<file path="src/rtl/spi_slave_param_if.sv">
// SPI pin and user-handshake bundle for spi_slave_param.
// slave modport is the DUT view; master modport is the driving side.
interface spi_slave_param_if #(
  parameter int unsigned DATA_W = 8
);
  logic              sck;
  logic              ss;
  logic              mosi;
  logic              miso;
  logic              miso_oe;
  logic [DATA_W-1:0] tx_data;
  logic              tx_load;
  logic              tx_ready;
  logic [DATA_W-1:0] rx_data;
  logic              rx_valid;
  logic              rx_ack;
  logic              busy;
  logic              rx_ovr;
  logic              ovr_clr;

  modport slave (
    input  sck, ss, mosi, tx_data, tx_load, rx_ack, ovr_clr,
    output miso, miso_oe, tx_ready, rx_data, rx_valid, busy, rx_ovr
  );

  modport master (
    output sck, ss, mosi, tx_data, tx_load, rx_ack, ovr_clr,
    input  miso, miso_oe, tx_ready, rx_data, rx_valid, busy, rx_ovr
  );
endinterface

</file>
<file path="src/rtl/spi_slave_param.sv">
// Parametrised SPI slave, fully synchronous to clk.
// sck/ss/mosi are oversampled through SYNC_STAGES flops; sck edges are found
// by comparing the synchronised sck with its registered copy.
// Optional macro SPI_SLAVE_LSB_FIRST_EN: both shift registers run LSB first.
module spi_slave_param #(
  parameter int unsigned DATA_W      = 8,
  parameter bit          CPOL        = 1'b0,
  parameter bit          CPHA        = 1'b0,
  parameter int unsigned SYNC_STAGES = 2
) (
  input logic              clk,
  input logic              rst,
  spi_slave_param_if.slave bus
);

  localparam int unsigned CNT_W = $clog2(DATA_W + 1);

  typedef enum logic [1:0] {
    IDLE   = 2'd0,
    LOAD   = 2'd1,
    ACTIVE = 2'd2
  } state_e;

  state_e state_q, state_d;

  logic [SYNC_STAGES-1:0] sck_sync_q,  sck_sync_d;
  logic [SYNC_STAGES-1:0] ss_sync_q,   ss_sync_d;
  logic [SYNC_STAGES-1:0] mosi_sync_q, mosi_sync_d;
  logic                   sck_prev_q,  sck_prev_d;

  logic [DATA_W-1:0] hold_q,     hold_d;
  logic              tx_ready_q, tx_ready_d;
  logic [DATA_W-1:0] tx_shift_q, tx_shift_d;
  logic [DATA_W-1:0] rx_shift_q, rx_shift_d;
  logic [CNT_W-1:0]  bit_cnt_q,  bit_cnt_d;
  logic [DATA_W-1:0] rx_data_q,  rx_data_d;
  logic              rx_valid_q, rx_valid_d;
  logic              rx_ovr_q,   rx_ovr_d;
  logic              miso_q,     miso_d;
  logic              miso_oe_q,  miso_oe_d;
  logic              busy_q,     busy_d;

  logic              sck_s_c, ss_s_c, mosi_s_c;
  logic              sck_edge_c, lead_c, trail_c, sample_c, shift_c;
  logic              word_done_c, ovr_set_c, sel_c;
  logic [DATA_W-1:0] rx_in_c, tx_adv_c;
  logic              tx_bit_c;

  // synchronised pin views and sck edge classification
  assign sck_s_c    = sck_sync_q[SYNC_STAGES-1];
  assign ss_s_c     = ss_sync_q[SYNC_STAGES-1];
  assign mosi_s_c   = mosi_sync_q[SYNC_STAGES-1];
  assign sck_edge_c = sck_s_c ^ sck_prev_q;
  assign lead_c     = sck_edge_c & (sck_prev_q == CPOL);
  assign trail_c    = sck_edge_c & (sck_s_c == CPOL);
  assign sample_c   = CPHA ? trail_c : lead_c;
  assign shift_c    = CPHA ? lead_c  : trail_c;

  // synchroniser shift chains and sck history
  always_comb begin
    sck_sync_d  = {sck_sync_q[SYNC_STAGES-2:0],  bus.sck};
    ss_sync_d   = {ss_sync_q[SYNC_STAGES-2:0],   bus.ss};
    mosi_sync_d = {mosi_sync_q[SYNC_STAGES-2:0], bus.mosi};
    sck_prev_d  = sck_s_c;
  end

  // bit-order dependent shift paths
`ifdef SPI_SLAVE_LSB_FIRST_EN
  assign rx_in_c  = {mosi_s_c, rx_shift_q[DATA_W-1:1]};
  assign tx_adv_c = {1'b0, tx_shift_q[DATA_W-1:1]};
  assign tx_bit_c = tx_shift_d[0];
`else
  assign rx_in_c  = {rx_shift_q[DATA_W-2:0], mosi_s_c};
  assign tx_adv_c = {tx_shift_q[DATA_W-2:0], 1'b0};
  assign tx_bit_c = tx_shift_d[DATA_W-1];
`endif

  // next-state, datapath and handshake logic
  always_comb begin
    state_d     = state_q;
    hold_d      = hold_q;
    tx_ready_d  = tx_ready_q;
    tx_shift_d  = tx_shift_q;
    rx_shift_d  = rx_shift_q;
    bit_cnt_d   = bit_cnt_q;
    rx_data_d   = rx_data_q;
    rx_valid_d  = rx_valid_q;
    rx_ovr_d    = rx_ovr_q;
    word_done_c = 1'b0;
    ovr_set_c   = 1'b0;

    unique case (state_q)
      IDLE: begin
        if (!ss_s_c) state_d = LOAD;
      end
      LOAD: begin
        tx_shift_d = hold_q;
        bit_cnt_d  = '0;
        tx_ready_d = 1'b1;
        state_d    = ACTIVE;
      end
      ACTIVE: begin
        if (bit_cnt_q == CNT_W'(DATA_W)) begin
          word_done_c = 1'b1;
          state_d     = ss_s_c ? IDLE : LOAD;
        end else if (ss_s_c) begin
          state_d = IDLE;
        end else begin
          if (sample_c) begin
            rx_shift_d = rx_in_c;
            bit_cnt_d  = bit_cnt_q + CNT_W'(1);
          end
          // the very first shift edge of a CPHA=1 word presents bit 0 unshifted
          if (shift_c && (bit_cnt_q != '0)) tx_shift_d = tx_adv_c;
        end
      end
      default: state_d = IDLE;
    endcase

    // a load is accepted only into a free holding register
    if (bus.tx_load && tx_ready_q) begin
      hold_d     = bus.tx_data;
      tx_ready_d = 1'b0;
    end

    if (bus.rx_ack) rx_valid_d = 1'b0;
    if (word_done_c) begin
      rx_data_d  = rx_shift_q;
      rx_valid_d = 1'b1;
      ovr_set_c  = rx_valid_q & ~bus.rx_ack;
    end

    if (bus.ovr_clr) rx_ovr_d = 1'b0;
    if (ovr_set_c)   rx_ovr_d = 1'b1;
  end

  // pin-side outputs: driven from LOAD onwards until the slave drops back to IDLE
  always_comb begin
    sel_c     = (state_q != IDLE) && (state_d != IDLE);
    miso_oe_d = sel_c;
    miso_d    = sel_c ? tx_bit_c : 1'b0;
    busy_d    = (state_d == ACTIVE);
  end

  // state and datapath registers
  always_ff @(posedge clk or negedge rst) begin
    if (!rst) begin
      state_q     <= IDLE;
      sck_sync_q  <= {SYNC_STAGES{CPOL}};
      ss_sync_q   <= {SYNC_STAGES{1'b1}};
      mosi_sync_q <= '0;
      sck_prev_q  <= CPOL;
      hold_q      <= '0;
      tx_ready_q  <= 1'b1;
      tx_shift_q  <= '0;
      rx_shift_q  <= '0;
      bit_cnt_q   <= '0;
      rx_data_q   <= '0;
      rx_valid_q  <= 1'b0;
      rx_ovr_q    <= 1'b0;
      miso_q      <= 1'b0;
      miso_oe_q   <= 1'b0;
      busy_q      <= 1'b0;
    end else begin
      state_q     <= state_d;
      sck_sync_q  <= sck_sync_d;
      ss_sync_q   <= ss_sync_d;
      mosi_sync_q <= mosi_sync_d;
      sck_prev_q  <= sck_prev_d;
      hold_q      <= hold_d;
      tx_ready_q  <= tx_ready_d;
      tx_shift_q  <= tx_shift_d;
      rx_shift_q  <= rx_shift_d;
      bit_cnt_q   <= bit_cnt_d;
      rx_data_q   <= rx_data_d;
      rx_valid_q  <= rx_valid_d;
      rx_ovr_q    <= rx_ovr_d;
      miso_q      <= miso_d;
      miso_oe_q   <= miso_oe_d;
      busy_q      <= busy_d;
    end
  end

  assign bus.miso     = miso_q;
  assign bus.miso_oe  = miso_oe_q;
  assign bus.tx_ready = tx_ready_q;
  assign bus.rx_data  = rx_data_q;
  assign bus.rx_valid = rx_valid_q;
  assign bus.busy     = busy_q;
  assign bus.rx_ovr   = rx_ovr_q;

endmodule

</file>
<file path="src/flat_wrapper.sv">
// flat-port wrapper written by rule: the top's interface ports become plain ports
module spi_slave_param_flat 
#(
  parameter int unsigned DATA_W      = 8,
  parameter bit          CPOL        = 1'b0,
  parameter bit          CPHA        = 1'b0,
  parameter int unsigned SYNC_STAGES = 2
)
  (clk, rst, bus_sck, bus_ss, bus_mosi, bus_tx_data, bus_tx_load, bus_rx_ack, bus_ovr_clr, bus_miso, bus_miso_oe, bus_tx_ready, bus_rx_data, bus_rx_valid, bus_busy, bus_rx_ovr);
  spi_slave_param_if #(.DATA_W(DATA_W)) bus_i ();
  input logic clk;
  input logic rst;
  input wire logic [$bits(bus_i.sck)-1:0] bus_sck;
  input wire logic [$bits(bus_i.ss)-1:0] bus_ss;
  input wire logic [$bits(bus_i.mosi)-1:0] bus_mosi;
  input wire logic [$bits(bus_i.tx_data)-1:0] bus_tx_data;
  input wire logic [$bits(bus_i.tx_load)-1:0] bus_tx_load;
  input wire logic [$bits(bus_i.rx_ack)-1:0] bus_rx_ack;
  input wire logic [$bits(bus_i.ovr_clr)-1:0] bus_ovr_clr;
  output wire logic [$bits(bus_i.miso)-1:0] bus_miso;
  output wire logic [$bits(bus_i.miso_oe)-1:0] bus_miso_oe;
  output wire logic [$bits(bus_i.tx_ready)-1:0] bus_tx_ready;
  output wire logic [$bits(bus_i.rx_data)-1:0] bus_rx_data;
  output wire logic [$bits(bus_i.rx_valid)-1:0] bus_rx_valid;
  output wire logic [$bits(bus_i.busy)-1:0] bus_busy;
  output wire logic [$bits(bus_i.rx_ovr)-1:0] bus_rx_ovr;
  assign bus_i.sck = bus_sck;
  assign bus_i.ss = bus_ss;
  assign bus_i.mosi = bus_mosi;
  assign bus_i.tx_data = bus_tx_data;
  assign bus_i.tx_load = bus_tx_load;
  assign bus_i.rx_ack = bus_rx_ack;
  assign bus_i.ovr_clr = bus_ovr_clr;
  assign bus_miso = bus_i.miso;
  assign bus_miso_oe = bus_i.miso_oe;
  assign bus_tx_ready = bus_i.tx_ready;
  assign bus_rx_data = bus_i.rx_data;
  assign bus_rx_valid = bus_i.rx_valid;
  assign bus_busy = bus_i.busy;
  assign bus_rx_ovr = bus_i.rx_ovr;
  spi_slave_param #(.DATA_W(DATA_W), .CPOL(CPOL), .CPHA(CPHA), .SYNC_STAGES(SYNC_STAGES)) u_core (.clk(clk), .rst(rst), .bus(bus_i));
endmodule
</file>
<file path="config.mk">
export PLATFORM = sky130hd
export DESIGN_NAME = spi_slave_param_flat
export DESIGN_NICKNAME = d
export VERILOG_FILES = /design/src/rtl/spi_slave_param_if.sv /design/src/rtl/spi_slave_param.sv /design/src/flat_wrapper.sv
export SDC_FILE = /design/constraint.sdc
export NUM_CORES = 1
export LEC_CHECK = 0
export BUFFER_PORTS_ARGS = -buffer_cell sky130_fd_sc_hd__buf_2
export CORE_UTILIZATION = 36
export DETAILED_ROUTE_END_ITERATION = 16
export GPL_ROUTABILITY_DRIVEN = 0
export PLACE_DENSITY = 0.59
export SLEW_MARGIN = 20
export SYNTH_ARGS = -nofsm -noshare
export SYNTH_HDL_FRONTEND = slang
export SYNTH_SLANG_ARGS = --single-unit
</file>
<file path="constraint.sdc">
create_clock -name clk -period 3 [get_ports clk]
set_input_delay 0 -clock clk [delete_from_list [all_inputs] [get_ports clk]]
set_output_delay 0 -clock clk [all_outputs]
set_load 0.05 [all_outputs]
</file>
======== After elaboration in Yosys (flattened, before gate mapping) ========
Index checks and enable logic that the tools add are counted.
cells by class
  add/subtract/negate cells ............... 1
  equality and inequality tests ........... 8
  muxes and demuxes ....................... 23
  bitwise logic cells ..................... 9
  reductions and logical operators ........ 14
operator list
  kind                   count
  $mux W8                3
  $pmux W8 S2            1
  $mux W4                3
  $reduce_and A4 Y1      3
  $reduce_bool A2 Y1     6
  $mux W1                11
  $pmux W4 S2            1
  $mux W2                3
  $pmux W2 S3            1
  $not A1 Y1             5
  $add A4 B1 Y4 const B  1
  $eq A2 B2 Y1 const B   2
  $eq A4 B4 Y1 const B   1
  $ne A2 B1 Y1 const B   2
  $ne A2 B2 Y1 const B   2
  $reduce_bool A4 Y1     1
  $and A1 B1 Y1          3
  $logic_and A1 B1 Y1    3
  $eq A2 B1 Y1 const B   1
  $logic_not A2 Y1       1
  $xor A1 B1 Y1          1
storage, ports and cells
  bits in registers ....................... 51
  input bits .............................. 16
  output and inout bits ................... 14
  logic and storage cells ................. 72

======== Logic depth before layout (Yosys ltp) ========
Gate-level depths: netlist of the first run.
  depth in word-level cells ............... 8
  mapped depth ............................ 7
  depth with buffers taken out ............ 6

======== Worst setup path before layout of the first run ========
Ideal clock, no wire load.
  path type ............................... register to register
  start point ............................. register u_core.state_q[0]
  end point ............................... register u_core.tx_shift_q[4]
  library setup time ...................... 126 ps
  arrival time ............................ 1826 ps
  data required time ...................... 2874 ps
  path slack .............................. 1048 ps
  cell stages (with the launch flop) ...... 8
  buffers on the path ..................... 1
  period minus slack after synthesis ...... 1952 ps
  cells stage by stage .................... dfrtp_1 > inv_1 > ha_1 > nand4bb_4 > or2_1 > buf_6 > mux2_4 > a221o_1
on the way
  longest elaborated chain between the ends .. 3
  elaborated cells between the ends (all ways) .. 8
  those cells by class .................... eq/ne: 5; mux: 1; reduce/logical: 2
ends and longest elaborated chain
  element                                                line                    source
  start, declared                                        spi_slave_param.sv:24   state_e state_q, state_d;
  start signal, assigned                                 spi_slave_param.sv:165  state_q <= state_d;
  $eq A2 B2 Y1 or $eq A2 B1 Y1 (tied branches)           spi_slave_param.sv:92   unique case (state_q)
  $ne A2 B1 Y1 (no source line) (tied with other cells)  --
  $reduce_and A4 Y1 (no source line)                     --
  end signal, assigned                                   spi_slave_param.sv:172  tx_shift_q <= tx_shift_d;
  end, declared                                          spi_slave_param.sv:33   logic [DATA_W-1:0] tx_shift_q, tx_shift_d;
Several ways; a longest one is shown, not always the timed one.
A chain may end at the register's enable or synchronous reset.

======== Worst setup path in the final report of the first run ========
  start point ............................. register u_core.state_q[0]
  end point ............................... register u_core.rx_ovr_q (netlist: u_core.bus.rx_ovr)
on the way
  longest elaborated chain between the ends .. 4
  elaborated cells between the ends (all ways) .. 5
  those cells by class .................... eq/ne: 1; mux: 3; reduce/logical: 1
ends and longest elaborated chain
  element                                        line                    source
  $eq A2 B2 Y1 *                                 spi_slave_param.sv:92
  $mux W1 *                                      spi_slave_param.sv:92
  $mux W1 *                                      spi_slave_param.sv:127  if (word_done_c) begin
  $mux W1 or $reduce_bool A2 Y1 (tied branches)  --
  end signal, assigned                           spi_slave_param.sv:177  rx_ovr_q <= rx_ovr_d;
  end, declared                                  spi_slave_param.sv:38   logic rx_ovr_q, rx_ovr_d;
Every way passes the cells marked *; elsewhere a longest branch is shown, timed or not.

==> results of run 1 <==
registers in the layout (all words and copies together) (netlist names), 2 cells and up:
register and count:
u_core.bus.rx_data 8, u_core.hold_q 8, u_core.rx_shift_q 8, u_core.tx_shift_q 8, u_core.bit_cnt_q 4, u_core.mosi_sync_q 2, u_core.sck_sync_q 2, u_core.ss_sync_q 2
u_core.state_q 2
power by group through the flow:
stage | registers (W) | clock network [W] | logic [W]
after detailed placement | 0.000950 | 0 | 0.000609
after floorplan | 0.000994 | 0 | 0.000412
after global routing | 0.000957 | 0.000473 | 0.000695
after CTS | 0.000937 | 0.000445 | 0.000624
after global placement | 0.000947 | 0 | 0.000597
final | 0.000937 | 0.000423 | 0.000614
layout by cell type (no fill, tap or decap), drive strengths merged, types with 3 or more instances in the layout:
cell type | netlist | routed
clkbuf | 3 | 7
inv | 9 | 9
dlygate4sd3 | 0 | 15
ha | 6 | 6
nand3 | 3 | 3
a221o | 4 | 4
buf | 2 | 30
a21oi | 7 | 7
dfrtp | 48 | 48
mux2 | 25 | 25
nor2b | 3 | 3
o21ai | 8 | 8
nand2 | 16 | 16
dfstp | 3 | 3
nor2 | 4 | 4
worst paths after layout:
path	start	to	slack (ns)	cells after the start
worst max-delay path	u_core.state_q[0]	u_core.bus.rx_ovr	0.66	5
worst min-delay path	bus_tx_load	u_core.bus.tx_ready	0.21	3
worst max register to register	u_core.state_q[0]	u_core.bus.rx_ovr	0.66	5
worst min register to register	u_core.mosi_sync_q[0]	u_core.mosi_sync_q[1]	0.35	0
max in group asynchronous	rst	u_core.ss_sync_q[1]	1.89	3
min in group asynchronous	rst	u_core.bus.rx_valid	0.31	2
layer usage:
layer	global-route usage (%)	routed length, um
met2	21.5	1750
met3	3.56	134
met5	0	0
met4	4.91	38
met1	18.3	1820
timing repair:
item | 4_1_cts | 5_1_grt
gates resized for setup | 0 | 0
endpoints found under the hold margin | 45 | 0
hold buffers | 15 | 0
worst max-delay path: stages (launching register included):
cell	delay (ns)
dfrtp_1	0.44
inv_1	0.14
ha_1	0.50
nand2_1	0.41
o22ai_1	0.22
dlygate4sd3_1	0.57
cells by family (layout without fill, tap and decap cells):
group	Yosys count	in the layout	synth area share, %
compound gates	29	29	8.93
fa+ha+maj	6	6	3.50
buf+inv	14	62	2.86
flops	51	51	59.7
mux	27	27	14.2
simple gates	40	40	10.8
final cells by class:
cell class	count	area, um2	share of cell area (%)
tap	72	90.1	3.45
clock inverter	1	7.51	0.287
clock buffer	7	96.3	3.69
timing repair buffer	45	303	11.6
inverter	9	33.8	1.29
multi-input combinational	102	803	30.7
sequential	51	1280	49.0
stage by stage:
stage	cell area, um2	worst slack, ns	hold WS (ns)
2_1_floorplan	2140	1.05	-0.296
3_3_place_gp	2360	0.819	0.109
3_5_place_dp	2360	0.727	0.107
4_1_cts	2610	0.648	0.194
5_1_grt	2610	0.437	0.219
6_report	2610	0.661	0.208
==> metrics list, run 1 <==
- Post-detailed-route via-to-cell ratio: 4.76
- Wire length of the first global-routing pass: 6.49 mm
- For this block, the routed nets add up to 3.74 mm of wire.
* Syn_area_per_cell: 12.8 um2
- STA puts the critical path data required time at 3.24 ns.
- The total area inside the core boundary comes to 5610 um2.
- Combinational logic is responsible for 31.1% of the overall power.
- Share of the core filled with cells: 46.6%
* Endpoints failing hold: 0
* Clock insertion delay at the later pin of the skew report: 0.30 ns
- Switching part of the total: 34.0%
* Worst-Margin Slew: 0.771 ns
- The pre-antenna-repair detailed-routing pass consisted of 4 iterations.
* Share of flip-flops with an asynchronous set or reset: 100%
* First DRT Iteration DRCs: 64
* Fraction of layout instances using a drive strength above 1: 32.6%
- In the global route stage, overall resource usage came out at 13.7%.
- Top flip-flop cell by instance count after synthesis: dfrtp_1
* Syn. warnings: 0
- Vertical extent of the die: 79.2 um
* Syn nets: 189
- Gr ovfl total: 0
- The root buffer cell chosen for the clock tree is clkbuf_8.
* Number of pins with negative max-slew slack in the final report: 0
- Summed over all instances, the cell type with the most area after synthesis is dfrtp_1.
- The H-tree generated during clock tree synthesis spans 2 levels.
- Total power for the finished layout comes to 0.00197 W.
- Time the worst path needs with I/O delays and setup: 2.34 ns
* Path category of the worst min-delay check: primary input to flop
- The worst-case IR drop observed on VDD is 0.269 mV.
- In this run, distinct cell masters in the synthesized netlist total 39.
- After floorplanning, the core was divided into 27 placement rows.
* Post-synthesis cell area: 2140 um2
* Average routed wire per standard cell: 13.0 um
- The detail route stage leaves a number of antenna-violating nets equal to 0.
- Slew margin rel.: 48.6%
- Vias: 1366
- Filler cell count: 533
- Power spread over the standard cell area amounts to 756 nW/um2.
* DRC: 0
* Initial antenna violation count: 0
* Cell with the most instances after synthesis: dfrtp_1
- Counting flops and latches in the post-synthesis netlist gives 51.
- The cell count after synthesis came out at 167.
- Vias in the first global route: 1354
- Crit path launch type: flop
- In this run the post-CTS setup repair buffer count came out at 0.
- Measured along the x axis, the die boundary spans 79.2 um.
- In this run, synthesis inferred 0 flip-flops with an integrated enable.
- Once the floorplan was initialized, standard cells occupied 38.2% of the core.
- Number of buffers inserted by port buffering: 29
- After synthesis, the cell types taking the most area are dfrtp_1, mux2_2, dfstp_2.
* Cts bufs inserted: 5
- Max-cap violation count: 0
- Pin count of the biggest net entering global routing: 34
* Status: completed
- Summed over all nets, the switching power comes to 0.000672 W.
- The die covers 6270 um2.
- After clock tree synthesis, the clock-pin slew on the worst setup and hold paths is 0.09 ns.
- Worst endpoint data arrival time: 2.58 ns
- Setup repair after global routing left no endpoint under its margin.
- Final cycle utilization of the critical path: 78.0%
- Of all nets on the critical path, the largest fanout is 16.
* Total of endpoints with negative setup slack in the final report: 0
- Top-Level Pins: 30
- The critical path is of the flop to flop type.
- The analysis attributes to cell leakage a power of 1.28 nW.
* Area share of the largest cell type after synthesis: 56.0%
* Net total in the final layout: 236
- TritonCTS built the clock tree.
* Final cell count without fillers: 287
* Portion of the post-synthesis area used by sequential elements: 59.7%
- In the final timing run, aggregate negative setup slack is 0 ns.
- The worst setup path is captured at a flop.
- Number of placed instances with taps included: 264
* Share of total power in the clock network: 21.4%
- Detailed placement ended at an HPWL of 2.60 mm.
- Between clock sinks in the finished design, the worst skew comes to 0.00518 ns.
- In the synthesized netlist, the cells that appear most often are dfrtp_1, mux2_2, nand2_1.
* Power share of the sequential group: 47.5%
- Internal power comes to 0.00130 W.
* # clock sinks: 51
* Maximum clock frequency: 428 MHz
- Area added between synthesis and finish: 21.9%
* Maximum count of clock buffers along a single path: 2
* Antenna cells: 0
Power figures use the tool's default switching activity.
==> run 2, diff against run 1 <==
--- a/config.mk
+++ b/config.mk
@@ -5,11 +5,12 @@
 export SDC_FILE = /design/constraint.sdc
 export NUM_CORES = 1
 export LEC_CHECK = 0
+export ABC_AREA = 1
 export BUFFER_PORTS_ARGS = -buffer_cell sky130_fd_sc_hd__buf_2
 export CORE_UTILIZATION = 36
 export DETAILED_ROUTE_END_ITERATION = 16
 export GPL_ROUTABILITY_DRIVEN = 0
-export PLACE_DENSITY = 0.59
+export PLACE_DENSITY = 0.61
 export SLEW_MARGIN = 20
 export SYNTH_ARGS = -nofsm -noshare
 export SYNTH_HDL_FRONTEND = slang
==> constraint.sdc (replaced) <==
create_clock -name clk -period 1.9 [get_ports clk]
set_input_delay 0 -clock clk [delete_from_list [all_inputs] [get_ports clk]]
set_output_delay 0 -clock clk [all_outputs]
set_load 0.05 [all_outputs]
==> run 2 against run 1 <==
Against the previous run: count of clock-buffer cells in the layout down 2; register-to-register slack worse by 0.36 ns; final cell count up 25%; die area up 2.0%; non-clock buffer count up 1; via count up 15%; design area up 1.7%; flip-flop and latch count unchanged; sequential share of layout area down 0.81 points; largest cell class unchanged; highest routed layer unchanged.
==> metrics list, run 2 <==
- Status: completed (unchanged)
- Cell with the most instances after synthesis: nand2_1 (was dfrtp_1)
* Largest stage delay, worst path: 0.42 ns (was 0.57 ns)
- Net total in the final layout: 305 (was 236)
- The placeable core region is 5890 um2 (was 5610 um2).
- Worst-Margin Slew: 0.626 ns (was 0.771 ns)
- The cell count after synthesis came to 234 (was 167).
* Area added between synthesis and finish: 21.4% (was 21.9%)
* Critical-path top delay cell: dfrtp_1 (was dlygate4sd3_1)
- Clock insertion delay at the later pin of the skew report: 0.31 ns (was 0.30 ns)
- Endpoints failing hold: 0 (unchanged)
- The DRC violation count after routing is 0 (unchanged).
- Pin count of the biggest net entering global routing: 52 (was 34)
* Total die area: 6390 um2 (was 6270 um2)
- Share of the core filled with cells: 45.2% (was 46.6%)
- Maximum count of clock buffers along a single path: 2 (unchanged)
* Area share of the largest cell type after synthesis: 54.9% (was 56.0%)
- Most frequent standard cell in the layout excluding fill and tap cells: nand2_1 (was dfrtp_1)
- Critical path data required time: 2.13 ns (was 3.24 ns)
- The routed wire length came to 3.81 mm (was 3.74 mm).
* Cell-by-cell trace of the critical path: inv_1 -> ha_1 -> inv_2 -> nor2_4 -> nand2_1 -> o21ai_0 -> nand2_1 -> nand2_1 -> nand2_1 -> nor2_1 (was inv_1 -> ha_1 -> nand2_1 -> o22ai_1 -> dlygate4sd3_1)
- Most repeated library cell on the critical path: nand2_1
- Most area-hungry cell type in the Yosys netlist: dfrtp_1 (unchanged)
* Largest driver fanout on the critical path: 4 (was 16)
* Fin Setup TNS: 0 ns (unchanged)
- The sequential cell fraction of total power is 44.8% (was 47.5%).
- The CTS tree is built (unchanged).
- Number of buffers inserted by port buffering: 29 (unchanged)
- Detailed-routing iteration count for the pre-antenna-repair pass: 4 (unchanged)
- Average routed wire per standard cell: 10.6 um (was 13.0 um)
- The critical path startpoint category is a flop (unchanged).
* Worst clock skew on the final layout: 0.00684 ns (was 0.00518 ns)
- Highest-count cells in the layout ignoring fill and taps: nand2_1, dfrtp_1, buf_2 (was dfrtp_1, buf_2, mux2_2)
- The final-layout worst hold slack came to 0.117 ns (was 0.208 ns).
* Filler cell count: 586 (was 533)
- The floorplan die width is 80.0 um (was 79.2 um).
* Vias in the first global route: 1482 (was 1354)
- Max-cap violation count: 0 (unchanged)
- The power density over the cells came to 1280 nW/um2 (was 756 nW/um2).
* Syn. warnings: 0 (unchanged)
* Initial antenna violation count: 0 (unchanged)
* Combinational fraction of design power: 36.8% (was 31.1%)
- Share of flip-flops with an asynchronous set or reset: 100% (unchanged)
- Path category of the worst min-delay check: primary input to flop (unchanged)
- Ranking of synthesized cells by area: dfrtp_1, nand2_1, o21ai_0 (was dfrtp_1, mux2_2, dfstp_2)
- EDFF count, synth: 0 (unchanged)
- The share of the yosys chip area belonging to registers is 58.5% (was 59.7%).
* Number of pins with negative max-slew slack in the final report: 0 (unchanged)
- The internal power is 0.00205 W (was 0.00130 W).
- The half-perimeter wire length of the detailed placement result was 2.58 mm (was 2.60 mm).
- Final design area excluding fillers: 2660 um2 (was 2610 um2)
- The setup slack after placement came to 0.321 ns (was 0.727 ns).
* Setup repair after global routing missed its margin: false (unchanged)
- The data arrival time at the worst-slack endpoint was 1.83 ns (was 2.58 ns).
- The highest clock frequency the design can meet is 627 MHz (was 428 MHz).
* Synth unique cells: 30 (was 39)
- H-tree level count: 2 (unchanged)
- Area occupied by multi-input gates: 779 um2 (was 803 um2)
* # clock sinks: 51 (unchanged)
* Syn_area_per_cell: 9.35 um2 (was 12.8 um2)
- Register area: 1280 um2 (unchanged)
* Wire length of the first global-routing pass: 6.74 mm (was 6.49 mm)
- The net switching power came to 0.00134 W (was 0.000672 W).
- The die extent in y is 80.0 um (was 79.2 um).
* Syn nets: 256 (was 189)
- Root Driver: clkbuf_8 (unchanged)
* Post-synthesis register bit count: 51 (unchanged)
- Fraction of layout instances using a drive strength above 1: 20.1% (was 32.6%)
- The worst vdd rail ir drop was 0.728 mV (was 0.269 mV).
* First DRT Iteration DRCs: 57 (was 64)
* Leak: 1.32 nW (was 1.28 nW)
- The post-CTS setup buffer count is 0 (unchanged).
* Post-cts hold buffer count: 14 (was 15)
- The instance area after placement was 2430 um2 (was 2360 um2).
* Final cycle utilization of the critical path: 84.0% (was 78.0%)
- Top cell types by occurrence after synthesis: nand2_1, dfrtp_1, inv_1 (was dfrtp_1, mux2_2, nand2_1).
- The number of top-level pins was 30 (unchanged).
- The number of clock buffers inserted by TritonCTS came to 5 (unchanged).
* Final Worst Setup Slack: 0.304 ns (was 0.661 ns)
* Switching part of the total: 39.4% (was 34.0%)
- Overall track demand over capacity in global routing: 13.7% (about the same)
* Post-CTS clock slew at the launch and capture registers of the worst setup and hold paths: 0.10 ns (was 0.09 ns)
- Final ANT Viol Nets: 0 (unchanged)
* Post-detailed-route via-to-cell ratio: 4.37 (was 4.76)
- Number of rows created at floorplan: 28 (was 27)
* Time the worst path needs with I/O delays and setup: 1.60 ns (was 2.34 ns)
- Post-synthesis cell area: 2190 um2 (was 2140 um2)
* Crit Path Class: flop to flop (unchanged)
- The most used flip-flop cell after synthesis was dfrtp_1 (unchanged).
- Share of total power in the clock network: 18.4% (was 21.4%)
- The post-cts resize count came to 0 (unchanged).
- Gr ovfl total: 0 (unchanged)
- The initial cell density of the core is 37.2% (was 38.2%).
* Vias: 1568 (was 1366)
* Endpoint type of the worst setup path: flop (unchanged)
- Antenna cells: 0 (unchanged)
- The worst-case headroom to the max-slew limit came to 58.3% (was 48.6%).
* Total of endpoints with negative setup slack in the final report: 0 (unchanged)
## run 2: cell count changes in the layout (fill, tap and decap cells not counted), moves of 4 or more
cell | previous run | this run
a221o_1 | 4 | 0
inv_1 | 9 | 25
mux2_2 | 24 | 1
nand2_1 | 15 | 67
nand3_1 | 3 | 8
nor2_1 | 4 | 17
o21ai_0 | 8 | 19
o21ai_1 | 0 | 8
## run 2: final cells by class
class	instances	share of cell area (%)
clock buffers	5	2.59
clock inverters	3	0.706
inverters	29	4.10
multi-input cells	150	29.3
flip-flops and latches	51	48.2
well taps	75	3.53
repair buffers	46	11.6
## run 2: worst paths after layout
check                                        endpoint  cells past startpoint  slack, ns                   from
worst max-delay path                  u_core.bus.busy                     10       0.30      u_core.state_q[0]
worst min-delay path                 u_core.hold_q[1]                      4       0.12            bus_tx_load
worst max register to register        u_core.bus.busy                     10       0.30      u_core.state_q[0]
worst min register to register  u_core.mosi_sync_q[1]                      0       0.36  u_core.mosi_sync_q[0]
max in group asynchronous        u_core.rx_shift_q[0]                      3       1.16                    rst
min in group asynchronous         u_core.bit_cnt_q[3]                      3       0.33                    rst
## run 2: power by group through the flow
stage	Combinational (W)	Sequential [W]	Clock [W]
floorplan	0.000859	0.00162	0
global placement	0.00123	0.00154	0
detailed placement	0.00124	0.00154	0
CTS	0.00126	0.00152	0.000653
global route	0.00146	0.00155	0.000690
finish	0.00125	0.00152	0.000625
## run 2: per-layer routing
layer	share of wire, %	wire, um	GRT usage, %	vias up
li1	-	-	-	834
met1	51	1960	18.9	701
met2	44	1660	20.3	26
met3	2.8	105	2.86	7
met4	2.2	84	6.43	0
met5	0	0	0	-
## run 2: kinds of logic after synthesis
| kind of cell | Yosys count | share of synthesized area, % |
|---|---|---|
| flops | 51 | 58.5 |
| xor+xnor | 2 | 0.801 |
| buf+inv | 33 | 5.89 |
| fa+ha+maj | 6 | 3.43 |
| compound gates | 39 | 9.43 |
| simple gates | 102 | 21.4 |
| mux | 1 | 0.515 |
## run 2: critical path: cells and delay by family, from the launching register on
family,cells,cell delay (ns)
buffers and inverters,2,0.21
adders and majority gates,1,0.30
and+or+nand+nor,6,0.52
DFF,1,0.42
AOI/OAI and AO/OA,1,0.07
## run 2: stage by stage
stage,power (W),cells
finish,0.00339,359
global route,0.00370,359
CTS,0.00344,359
detailed placement,0.00278,337
global placement,0.00277,337
floorplan,0.00248,234
==> run 3, diff against run 2 <==
--- a/config.mk
+++ b/config.mk
@@ -10,7 +10,7 @@
 export CORE_UTILIZATION = 36
 export DETAILED_ROUTE_END_ITERATION = 16
 export GPL_ROUTABILITY_DRIVEN = 0
-export PLACE_DENSITY = 0.61
+export PLACE_DENSITY = 0.59
 export SLEW_MARGIN = 20
 export SYNTH_ARGS = -nofsm -noshare
 export SYNTH_HDL_FRONTEND = slang
==> constraint.sdc (replaced) <==
create_clock -name clk -period 1.6 [get_ports clk]
set_input_delay 0 -clock clk [delete_from_list [all_inputs] [get_ports clk]]
set_output_delay 0 -clock clk [all_outputs]
set_load 0.05 [all_outputs]
==> run 3 against run 2 <==
Against the previous run: critical path depth decreased by 2; core utilization increased by 1.1 points; flip-flop and latch count unchanged; worst setup slack got worse by 0.18 ns; sequential power increased by 19%; wire length increased by 4.3%; register-to-register slack got worse by 0.18 ns.
==> metrics list, run 3 (synthesized netlist as in run 2, its figures left out) <==
- The start point of the critical path is u_core.bit_cnt_q[0] (was u_core.state_q[0]).
- The endpoint of the worst register-to-register path is u_core.tx_shift_q[6] (was u_core.bus.busy).
- The combinational cell fraction of total power is 37.7% (was 36.8%).
- Share of total power in the clock network: 18.6% (was 18.4%)
- The floorplan die width is 80.0 um (unchanged).
- Crit path launch type: flop (unchanged)
- Final Worst Setup Slack: 0.128 ns (was 0.304 ns)
* Gr ovfl total: 0 (unchanged)
- Wire length of the first global-routing pass: 6.98 mm (was 6.74 mm)
* CP top delay family: simple AND/OR/NAND/NOR gates (unchanged)
- Area added between synthesis and finish: 24.5% (was 21.4%)
- Routed wire length: 3.97 mm (was 3.81 mm)
- The highest clock frequency the design can meet is 679 MHz (was 627 MHz).
- Antenna cells: 0 (unchanged)
- Worst clock skew on the final layout: 0.00903 ns (was 0.00684 ns)
* Highest-count cells in the layout ignoring fill and taps: nand2_1, dfrtp_1, buf_2 (unchanged)
- TritonCTS clock tree: built (unchanged)
- Vias: 1604 (was 1568)
- DRC: 0 (unchanged)
* Number of buffers and inverters on the critical path: 1 (was 2)
* Detailed-routing iteration count for the pre-antenna-repair pass: 5 (was 4)
* Pint: 0.00254 W (was 0.00205 W)
- The clock-pin transition on the worst setup and hold timing paths is 0.09 ns (was 0.10 ns).
- The setup violation total in the final timing report was 0 (unchanged).
- The number of hold violations in the final report was 0 (unchanged).
- Switching part of the total: 38.7% (was 39.4%)
- The half-perimeter wire length of the detailed placement result was 2.77 mm (was 2.58 mm).
- The power density over the cells was 1520 nW/um2 (was 1280 nW/um2).
* Setup repair after global routing missed its margin: true (was false)
- Top-Level Pins: 30 (unchanged)
- The fraction of final layout cells sized beyond drive strength 1 was 21.3% (was 20.1%).
- Status: completed (unchanged)
- The number of cell instances on the worst register-to-register path came to 8 (was 10).
- Overall track demand over capacity in global routing: 14.1% (was 13.7%)
- Pin count of the biggest net entering global routing: 45 (was 52)
- Critical path endpoint: u_core.tx_shift_q[6] (was u_core.bus.busy)
* Share of the core filled with cells: 46.3% (was 45.2%)
- Switching power summed over all nets: 0.00160 W (was 0.00134 W)
- Worst endpoint data arrival time: 1.66 ns (was 1.83 ns)
* Final ANT Viol Nets: 0 (unchanged)
* Path category of the worst min-delay check: primary input to flop (unchanged)
* H-tree level count: 2 (unchanged)
* Cell-by-cell trace of the critical path: inv_1 -> ha_2 -> nand2_1 -> nand3_4 -> nand3_4 -> nand2_4 -> nand2_1 -> o21a_1 (was inv_1 -> ha_1 -> inv_2 -> nor2_4 -> nand2_1 -> o21ai_0 -> nand2_1 -> nand2_1 -> nand2_1 -> nor2_1)
* Core area: 5890 um2 (unchanged)
* Crit Path Class: flop to flop (unchanged)
- Power share of the sequential group: 43.7% (was 44.8%)
- IR Drop Worst-Case VDD: 0.954 mV (was 0.728 mV)
- The worst-case headroom to the max-slew limit was 78.2% (was 58.3%).
- The clock network latency to the later pin of the worst-skew pair came to 0.30 ns (was 0.31 ns).
* Instance count on the critical path: 8 (was 10)
* Max-cap violation count: 0 (unchanged)
- The number of placement rows came to 28 (unchanged).
- The data required time of the critical path came to 1.79 ns (was 2.13 ns).
* Vertical extent of the die: 80.0 um (unchanged)
* Initial antenna violation count: 0 (unchanged)
- The post-route clock period utilization was 92.0% (was 84.0%).
- The startpoint of the lowest-slack register-to-register path is u_core.bit_cnt_q[0] (was u_core.state_q[0]).
- The number of clock buffers inserted by TritonCTS was 5 (unchanged).
- The final standard cell count with taps included and fillers excluded was 362 (was 359).
- The via density per instance came to 4.43 (was 4.37).
* Endpoint type of the worst setup path: flop (unchanged)
* Root Driver: clkbuf_8 (unchanged)
* Number of buffers inserted by port buffering: 29 (unchanged)
- Average routed wire per standard cell: 11.0 um (was 10.6 um)
- The via count of the first global-routing pass came to 1563 (was 1482).
* Number of placed instances with taps included: 340 (was 337)
- The setup slack of the worst register-to-register path came to 0.13 ns (was 0.30 ns).
- The final critical-path required period came to 1.47 ns (was 1.60 ns).
* First DRT Iteration DRCs: 54 (was 57)
* Power, Total: 0.00414 W (was 0.00339 W)
- Largest driver fanout on the critical path: 9 (was 4)
* # clock sinks: 51 (unchanged)
* Most frequent standard cell in the layout excluding fill and tap cells: nand2_1 (unchanged)
- The cell leakage power is 1.34 nW (was 1.32 nW).
* Worst Hold Slack: 0.0357 ns (was 0.117 ns)
- Net total in the final layout: 308 (was 305)
- The max-slew violation total from the final report was 0 (unchanged).
- Maximum count of clock buffers along a single path: 2 (unchanged)
- Total die area: 6390 um2 (unchanged)
* Critical-path top delay cell: dfrtp_1 (unchanged)
- DP Worst Slack: 0.0410 ns (was 0.321 ns)
* Largest stage delay, worst path: 0.40 ns (was 0.42 ns)
* Initial core utilization: 37.2% (unchanged)
* Worst-Margin Slew: 0.327 ns (was 0.626 ns)
-- run 3: changes by cell type in the layout (fill, tap and decap cells not counted), moves of 2 or more --
cell and delta:
buf_12 +2, clkinv_2 -2, ha_1 -2, ha_2 +2
-- run 3: layout make-up --
type                       count  area [um2]
tap                           75        93.8
clock inverter                 1        8.76
timing repair buffer          49         355
multi-input combinational    150         792
fill                         597        3160
clock buffer                   7        86.3
inverter                      29         109
sequential                    51        1280
-- run 3: worst min path at each step --
stage	start	cells past startpoint	slack [ns]	endpoint
finish	bus_tx_load	4	0.04	u_core.bus.tx_ready
global route	rst	2	0.12	u_core.bus.rx_ovr
CTS	bus_tx_load	4	0.04	u_core.bus.tx_ready
detailed placement	rst	1	-0.14	u_core.bus.rx_valid
global placement	rst	1	-0.14	u_core.bus.rx_ovr
floorplan	rst	0	-0.30	u_core.bit_cnt_q[0]
-- run 3: worst min-delay path: stages --
cell and delay, ns:
buf_2 0.07, nand2_1 0.06, clkinv_1 0.15, nor2_1 0.06
-- run 3: power groups by stage --
stage / combinational [W] / sequential [W] / clock (W)
final: 0.00156 / 0.00181 / 0.000769
after global routing: 0.00179 / 0.00184 / 0.000848
after CTS: 0.00156 / 0.00181 / 0.000800
after detailed placement: 0.00153 / 0.00183 / 0
after global placement: 0.00150 / 0.00182 / 0
after floorplan: 0.00102 / 0.00193 / 0
-- run 3: per-stage QoR --
step                cell area [um2]  TNS [ns]
floorplan                      2190         0
global placement               2480         0
detailed placement             2480         0
CTS                            2710         0
global route                   2730  -0.00346
finish                         2730         0
-- run 3: layer usage --
| layer | vias to the layer above | wire (um) | GRT usage (%) | share of wire (%) |
|---|---|---|---|---|
| met5 | - | 0 | 0 | 0 |
| met3 | 5 | 127 | 3.20 | 3.2 |
| li1 | 840 | - | - | - |
| met1 | 730 | 2000 | 18.9 | 50 |
| met2 | 29 | 1780 | 22.2 | 45 |
| met4 | 0 | 70 | 5.36 | 1.8 |
-- run 3: repair_timing --
item / in CTS / in global routing
hold endpoints to repair: 61 / 0
resized for setup: 0 / 3
buffers inserted: 0 / 0
setup endpoints to repair: 0 / 15
hold buffers: 14 / 0
